--- src/rtl/clk_div_prog_pkg.sv ---
// Shared types and constants for the programmable clock divider.
package clk_div_prog_pkg;

  typedef enum logic [1:0] {
    IDLE = 2'b00,
    HIGH = 2'b01,
    LOW  = 2'b10
  } state_e;

  localparam int unsigned DIV_MIN = 32'd2;

endpackage

--- src/rtl/clk_div_prog_phase_cnt.sv ---
// Loadable down-counter that times one output phase; tc is high when the count is zero.
module clk_div_phase_cnt #(
  parameter int WIDTH = 16
) (
  input  logic             clk_in,
  input  logic             rst_n,
  input  logic             load,
  input  logic [WIDTH-1:0] load_val,
  output logic             tc
);

  logic [WIDTH-1:0] cnt_r;

  // Phase counter: load on phase start, otherwise count down and hold at zero.
  always_ff @(posedge clk_in or negedge rst_n) begin
    if (!rst_n) begin
      cnt_r <= {WIDTH{1'b0}};
    end else if (load) begin
      cnt_r <= load_val;
    end else if (cnt_r != {WIDTH{1'b0}}) begin
      cnt_r <= cnt_r - {{(WIDTH-1){1'b0}}, 1'b1};
    end else begin
      cnt_r <= cnt_r;
    end
  end

  assign tc = (cnt_r == {WIDTH{1'b0}});

endmodule

--- src/rtl/clk_div_prog.sv ---
// Programmable clock divider: IDLE/HIGH/LOW FSM with a pending divisor applied only at period start.
module clk_div_prog
  import clk_div_prog_pkg::*;
#(
  parameter int WIDTH       = 16,
  parameter int DIV_DEFAULT = 4
) (
  input  logic             clk_in,
  input  logic             rst_n,
  input  logic             en,
  input  logic             div_wr,
  input  logic [WIDTH-1:0] div_in,
  output logic             div_busy,
  output logic             div_err,
  output logic             clk_out,
  output logic             tick,
  output logic [WIDTH-1:0] div_cur
);

  localparam logic [WIDTH-1:0] DIV_MIN_W = WIDTH'(DIV_MIN);
  localparam logic [WIDTH-1:0] DIV_RST_W = WIDTH'(DIV_DEFAULT);
  localparam logic [WIDTH-1:0] ONE_W     = WIDTH'(32'd1);

  state_e           state_r;
  logic [WIDTH-1:0] pend_r;
  logic [WIDTH-1:0] div_cur_r;
  logic             busy_r;
  logic             err_r;
  logic             clk_out_r;
  logic             tick_r;

  logic             tc_s;
  logic             load_s;
  logic [WIDTH-1:0] load_val_s;
  logic             start_s;
  logic             wr_ok_s;

  // Counter preload values are length-1 since the counter runs down to zero inclusive.
  function automatic logic [WIDTH-1:0] high_m1(input logic [WIDTH-1:0] d);
    return d - (d >> 1) - ONE_W;
  endfunction

  function automatic logic [WIDTH-1:0] low_m1(input logic [WIDTH-1:0] d);
    return (d >> 1) - ONE_W;
  endfunction

  // Next-phase decode: period start uses the pending divisor, LOW uses the applied one.
  always_comb begin
    wr_ok_s    = div_wr && (div_in >= DIV_MIN_W);
    start_s    = 1'b0;
    load_s     = 1'b0;
    load_val_s = {WIDTH{1'b0}};
    case (state_r)
      IDLE: begin
        if (en) begin
          start_s    = 1'b1;
          load_s     = 1'b1;
          load_val_s = high_m1(pend_r);
        end else begin
          start_s    = 1'b0;
        end
      end
      HIGH: begin
        if (tc_s) begin
          load_s     = 1'b1;
          load_val_s = low_m1(div_cur_r);
        end else begin
          load_s     = 1'b0;
        end
      end
      LOW: begin
        if (tc_s && en) begin
          start_s    = 1'b1;
          load_s     = 1'b1;
          load_val_s = high_m1(pend_r);
        end else begin
          start_s    = 1'b0;
        end
      end
      default: begin
        start_s    = 1'b0;
        load_s     = 1'b0;
      end
    endcase
  end

  clk_div_phase_cnt #(
    .WIDTH (WIDTH)
  ) u_phase_cnt (
    .clk_in   (clk_in),
    .rst_n    (rst_n),
    .load     (load_s),
    .load_val (load_val_s),
    .tc       (tc_s)
  );

  // Output FSM: clk_out and tick are registered from the state transition.
  always_ff @(posedge clk_in or negedge rst_n) begin
    if (!rst_n) begin
      state_r   <= IDLE;
      clk_out_r <= 1'b0;
      tick_r    <= 1'b0;
    end else begin
      tick_r <= start_s;
      case (state_r)
        IDLE: begin
          if (en) begin
            state_r   <= HIGH;
            clk_out_r <= 1'b1;
          end else begin
            state_r   <= IDLE;
            clk_out_r <= 1'b0;
          end
        end
        HIGH: begin
          if (tc_s) begin
            state_r   <= LOW;
            clk_out_r <= 1'b0;
          end else begin
            state_r   <= HIGH;
            clk_out_r <= 1'b1;
          end
        end
        LOW: begin
          if (tc_s && en) begin
            state_r   <= HIGH;
            clk_out_r <= 1'b1;
          end else if (tc_s) begin
            state_r   <= IDLE;
            clk_out_r <= 1'b0;
          end else begin
            state_r   <= LOW;
            clk_out_r <= 1'b0;
          end
        end
        default: begin
          state_r   <= IDLE;
          clk_out_r <= 1'b0;
        end
      endcase
    end
  end

  // Divisor handling: a write landing on a period start is held for the following period.
  always_ff @(posedge clk_in or negedge rst_n) begin
    if (!rst_n) begin
      pend_r    <= DIV_RST_W;
      div_cur_r <= DIV_RST_W;
      busy_r    <= 1'b0;
      err_r     <= 1'b0;
    end else begin
      err_r <= div_wr && !wr_ok_s;
      if (start_s) begin
        div_cur_r <= pend_r;
      end else begin
        div_cur_r <= div_cur_r;
      end
      if (wr_ok_s) begin
        pend_r <= div_in;
        busy_r <= 1'b1;
      end else if (start_s) begin
        pend_r <= pend_r;
        busy_r <= 1'b0;
      end else begin
        pend_r <= pend_r;
        busy_r <= busy_r;
      end
    end
  end

  assign clk_out  = clk_out_r;
  assign tick     = tick_r;
  assign div_busy = busy_r;
  assign div_err  = err_r;
  assign div_cur  = div_cur_r;

endmodule

--- config.mk ---
export PLATFORM = sky130hd
export DESIGN_NAME = clk_div_prog
export DESIGN_NICKNAME = d
export VERILOG_FILES = /design/src/rtl/clk_div_prog_pkg.sv /design/src/rtl/clk_div_prog_phase_cnt.sv /design/src/rtl/clk_div_prog.sv
export SDC_FILE = /design/constraint.sdc
export NUM_CORES = 1
export LEC_CHECK = 0
export CORE_UTILIZATION = 45
export DETAILED_ROUTE_END_ITERATION = 8
export PLACE_DENSITY = 0.64
export SLEW_MARGIN = 30
export SYNTH_ARGS = -nofsm -noshare
export SYNTH_HDL_FRONTEND = slang
export SYNTH_SLANG_ARGS = --single-unit
--- constraint.sdc ---
create_clock -name clk_in -period 3.3 [get_ports clk_in]
set_clock_uncertainty 0.15 [all_clocks]
set_input_delay 0.495 -clock clk_in [delete_from_list [all_inputs] [get_ports clk_in]]
set_output_delay 0.495 -clock clk_in [all_outputs]
set_load 0.02 [all_outputs]
======== Word-level counts from Yosys, hierarchy flattened ========
Index checks and enable logic that the tools add are counted.
word-level totals
  bits in registers ....................... 54
  input port bits ......................... 20
  output and inout port bits .............. 20
  logic and storage cells ................. 44
operators by class
  $add $sub $neg .......................... 4
  $lt $le $gt $ge ......................... 1
  equality and inequality tests ........... 2
  muxes and demuxes ....................... 20
  reductions and logical operators ........ 9
operators with widths
  operator               count
  $mux 16                5
  $pmux 16 s3            1
  $sub 16x1->16 const B  2
  $ge 16x2->1 const B    1
  $logic_not 16->1       1
  $reduce_bool 16->1     1
  $sub 15x1->16 const B  1
  $sub 16x15->16         1
  $mux 1                 7
  $mux 2                 3
  $pmux 1 s3             2
  $pmux 2 s3             1
  $reduce_bool 2->1      2
  $logic_and 1x1->1      3
  $eq 2x1->1 const B     1
  $eq 2x2->1 const B     1
  $logic_not 2->1        1
  $pmux 1 s2             1
  $logic_not 1->1        1

======== Logic depth before layout (Yosys ltp) ========
  word-level depth ........................ 6
  gate-level depth with buffers ........... 10
  mapped depth without buffers ............ 9

======== By module ========
Synthesis repeated with hierarchy kept, for this count alone.
unflattened totals
  cells, all modules ...................... 400
  area total of the unflattened synthesis .. 3514.6 sq um
modules (own cells, without submodules)
  module             times used  cells an instance  area each (sq um)  seq. area each (sq um)
  clk_div_prog       1           296                2508.7             928.4
  clk_div_phase_cnt  1           104                1006.0             400.4

======== Worst setup path after synthesis ========
OpenSTA, ideal clock, no wires.
  path kind ............................... flip-flop to flip-flop
  start point ............................. register pend_r[1]
  end point ............................... register u_phase_cnt.cnt_r[12]
  library setup time ...................... 0.131 ns
  data arrival time ....................... 2.487 ns
  required time ........................... 3.019 ns
  path slack .............................. 0.532 ns
  cell stages (with the launch flop) ...... 10
  path buffers ............................ 0
  period minus slack after synthesis ...... 2.768 ns
  cells stage by stage .................... dfrtp_1 > inv_1 > ha_1 > fa_1 > a21o_1 > a21oi_1 > o211ai_1 > a2111oi_0 > nor4_1 > or3_1
on the way
  cells in the longest elaborated chain, start to end .. 5
  elaborated cells between the ends (all ways) .. 6
  those cells by class .................... add/sub: 2; mux: 4
ends and longest elaborated chain
  what                        RTL line                                source
  start, declared             clk_div_prog.sv:25                      logic [WIDTH-1:0] pend_r;
  start signal, assigned      clk_div_prog.sv:159                     pend_r <= div_in;
  start signal, assigned      clk_div_prog.sv:162                     pend_r <= pend_r;
  start signal, assigned      clk_div_prog.sv:165                     pend_r <= pend_r;
  $sub 16x15->16 (*)          clk_div_prog.sv:40                      return d - (d >> 1) - ONE_W;
  $sub 16x1->16 (*)           clk_div_prog.sv:40
  $mux 16 (on tied branches)  clk_div_prog.sv:72, clk_div_prog.sv:55
  $pmux 16 s3 (*)             clk_div_prog.sv:53                      case (state_r)
  $mux 16 (*)                 clk_div_prog_phase_cnt.sv:18            end else if (load) begin
  end signal, assigned        clk_div_prog_phase_cnt.sv:17            cnt_r <= {WIDTH{1'b0}};
  end signal, assigned        clk_div_prog_phase_cnt.sv:19            cnt_r <= load_val;
  end signal, assigned        clk_div_prog_phase_cnt.sv:21            cnt_r <= cnt_r - {{(WIDTH-1){1'b0}}, 1'b1};
  end, declared               clk_div_prog_phase_cnt.sv:12            logic [WIDTH-1:0] cnt_r;
Every way passes the cells marked *; elsewhere a longest branch is shown, timed or not.
A chain may end at the register's enable or synchronous reset.

======== Worst setup path in the final report ========
Ends and elaborated chain as after synthesis.

==> impl_metrics.yaml <==
outcome:
  status: "finished clean"
synthesis:
  ys_types: 56
  synth-edff-count: 0
  avgSynthCellArea_um2: 8.64
  synth.area.top_cells: "dfrtp_1 37%, o21ai_0 6.8%, ha_1 6.5%, nand2_1 5.9%, xnor2_1 4.5%"
  syn_nets: 442
  async_flop_share: 1.00
  synth_ff_type: "dfrtp_1"
  synth.largest_area_cell: "dfrtp_1"
  ys_seq_area_frac: 0.382
  yosys_register_bits: 53
  synthCells: 403
  synth_warnings: 0
  synth_top_area_share: 0.367
  syn_area_um2: 3480
placement:
  place_ws_ps: 266
  port_buffers: 39
  dp_hpwl_um: 6690
  place_area_um2: 3960
  placed_cells: 530
  gp_congestion: 0.903
grt:
  grt_max_degree: 41
  grt_overflow: 0
  track_usage: 0.225
  grt_pass1_vias: 2873
  antenna_found_initial: 0
  grt_pass1_wl_um: 14400
floorplanning:
  die_area_um2: 8090
  die_h_um: 90.0
  core_region_area_um2: 7370
  fp.dieW_um: 90.0
  start_util: 0.472
  num_rows: 31
  io_pins: 40
detailed_routing:
  dr_total_vias: 3064
  drc: 0
  routed_wl_um: 8700
  initialDrtViolationCount: 192
  wl_per_cell_um: 16.2
  viasPerCell: 5.70
  antenna_left: 0
  drtPass1Iterations: 4
timing:
  drv_slew: 0
  setup_tns_ps: 0
  layout_setup_ws_ps: 174
  slew_headroom: 0.567
  setup_viol: 0
  final.min_clock_period_ps: 3130
  fmax_mhz: 320
  hold_violations: 0
  period_share: 0.947
  tightest_slew_ps: 650
  rsz0062_at_grt: "false"
critical_path:
  crit_path_end_kind: "flip-flop"
  start_kind: "flip-flop"
  reg2reg_slack_ps: 170
  cp_data_required_time_ps: 3340
  r2r_start: "pend_r[1]$_DFFE_PN0P_"
  r2r-end: "u_phase_cnt.cnt_r[12]$_DFFE_PN0P_"
  crit_path_max_fanout: 4
  r2r_cells: 9
  cp.arrival_ps: 3170
  critical_path_class: "flip-flop to flip-flop"
final_layout:
  final_nets: 477
  final_area_um2: 4080
  final_cells: 538
  drive_gt1_frac: 0.0501
  diodes: 0
  area_growth_pct: 17.1
cts:
  postCtsSetupBuffers: 0
  htreeDepth: 2
  path_clk_slew_ps: 100
  worstSkewPairLatency_ps: 310
  ctsResizeCount: 0
  root_buffer: "clkbuf_8"
  cts_max_path_buffers: 2
  cts_tree: "built"
  cts_hold_buffers: 0
  cts_sinks: 53
  cts_buffers: 5
flow_run:
  maxCapViolCount: 0
pwr:
  powerDensity_nw_per_um2: 565
  power.leakage_nw: 1.75
  vdd.ir_drop.worst_v: 0.000209
min_path:
  hold_class: "primary input to async pin"
[kinds of logic after synthesis]
kind of cell / count (synthesis) / synth area share
simple gates: 132 / 0.190
mux: 3 / 0.00899
flops: 53 / 0.382
fa+ha+maj: 19 / 0.0705
xor+xnor: 34 / 0.0855
compound gates: 120 / 0.217
buf+inv: 42 / 0.0464
[layout make-up]
type	instances	area (um^2)
clock buffer	7	86.3
clock inverter	1	30.0
fill	714	3290
inverter	27	101
multi-input combinational	308	1990
sequential	53	1330
tap	99	124
timing repair buffer	43	415
[where the power goes]
| group | total [mW] | leakage [nW] | switching, mW | internal, mW |
|---|---|---|---|---|
| logic | 0.854 | 1.05 | 0.458 | 0.395 |
| registers | 0.979 | 0.636 | 0.189 | 0.791 |
| clock network | 0.468 | 0.0585 | 0.220 | 0.248 |
[metal layers]
layer  vias up  wire, um  track usage
met5         -         0            0
met2        62      4120        0.364
li1       1511         -            -
met1      1482      4140        0.316
met3         9       348       0.0372
met4         0        85       0.0497
[metrics by stage]
step	util	total power, mW	hold WS, ps
5_1_grt	0.553	2.45	93.0
3_3_place_gp	0.537	1.82	309
2_1_floorplan	-	1.55	49.4
6_report	0.553	2.30	51.3
4_1_cts	0.553	2.31	70.6
3_5_place_dp	0.537	1.83	315
[placed cells by master, fill, tap and decap left out, types with 4 or more instances in the layout]
cell             Yosys  final
a21o_1               7      7
a22oi_1              4      4
o21ai_0             47     47
inv_1               27     27
buf_4                0      4
o22ai_1              5      5
nand3_1              5      5
or3_1                5      5
dfrtp_1             51     51
nor4_1              11     11
o211a_1              4      4
a21boi_0             4      4
nor2_1              23     23
clkdlybuf4s50_1      0     38
ha_1                18     18
nand2_1             55     55
clkbuf_8             0      6
xor2_1              16     16
nor3_1               9      9
o211ai_1             5      5
xnor2_1             18     18
a21oi_1             20     20
a31oi_1              4      4
[worst max-delay path, stage by stage, from the launching register on]
cell       delay (ps)
dfrtp_1           440
inv_1              90
ha_1              230
fa_1              410
a21o_1            170
a21oi_1           310
o211ai_1          200
a2111oi_0         550
nor4_1            100
or3_1             380
[how the worst max path moves through the flow]
stage               depth (start not counted)                                end                   from
finish                                      9  u_phase_cnt.cnt_r[12]$_DFFE_PN0P_  pend_r[1]$_DFFE_PN0P_
global route                                9  u_phase_cnt.cnt_r[12]$_DFFE_PN0P_  pend_r[1]$_DFFE_PN0P_
CTS                                         9  u_phase_cnt.cnt_r[12]$_DFFE_PN0P_  pend_r[1]$_DFFE_PN0P_
detailed placement                          9  u_phase_cnt.cnt_r[12]$_DFFE_PN0P_  pend_r[1]$_DFFE_PN0P_
global placement                            9  u_phase_cnt.cnt_r[12]$_DFFE_PN0P_  pend_r[1]$_DFFE_PN0P_
floorplan                                   9  u_phase_cnt.cnt_r[12]$_DFFE_PN0P_  pend_r[1]$_DFFE_PN0P_
[Yosys cell counts (2+ instances only)]
cell,count
a21boi_0,4
o211ai_1,5
nand3_1,5
o211a_1,4
clkbuf_1,11
o21ai_0,47
inv_1,27
xor2_1,16
a21o_1,7
o22ai_1,5
o21a_1,3
and2_1,3
a31oi_1,4
o22a_1,2
or3_1,5
a21oi_1,20
nand4b_1,2
nor3_1,9
mux2i_1,2
a211oi_1,2
o221ai_1,2
xnor2_1,18
o21ai_2,2
or4_1,3
nor4_1,11
nand2b_1,3
dfstp_2,2
buf_2,3
nor2_1,23
nand2_1,55
a22oi_1,4
ha_1,18
dfrtp_1,51
nand4_1,3
[state kept, by name (all words and copies together), names as in the netlist]
| name | cells |
|---|---|
| div_busy | 1 |
| div_err | 1 |
| tick | 1 |
| state_r | 2 |
| div_cur | 16 |
| u_phase_cnt.cnt_r | 16 |
| pend_r | 16 |
Power figures use the tool's default switching activity.
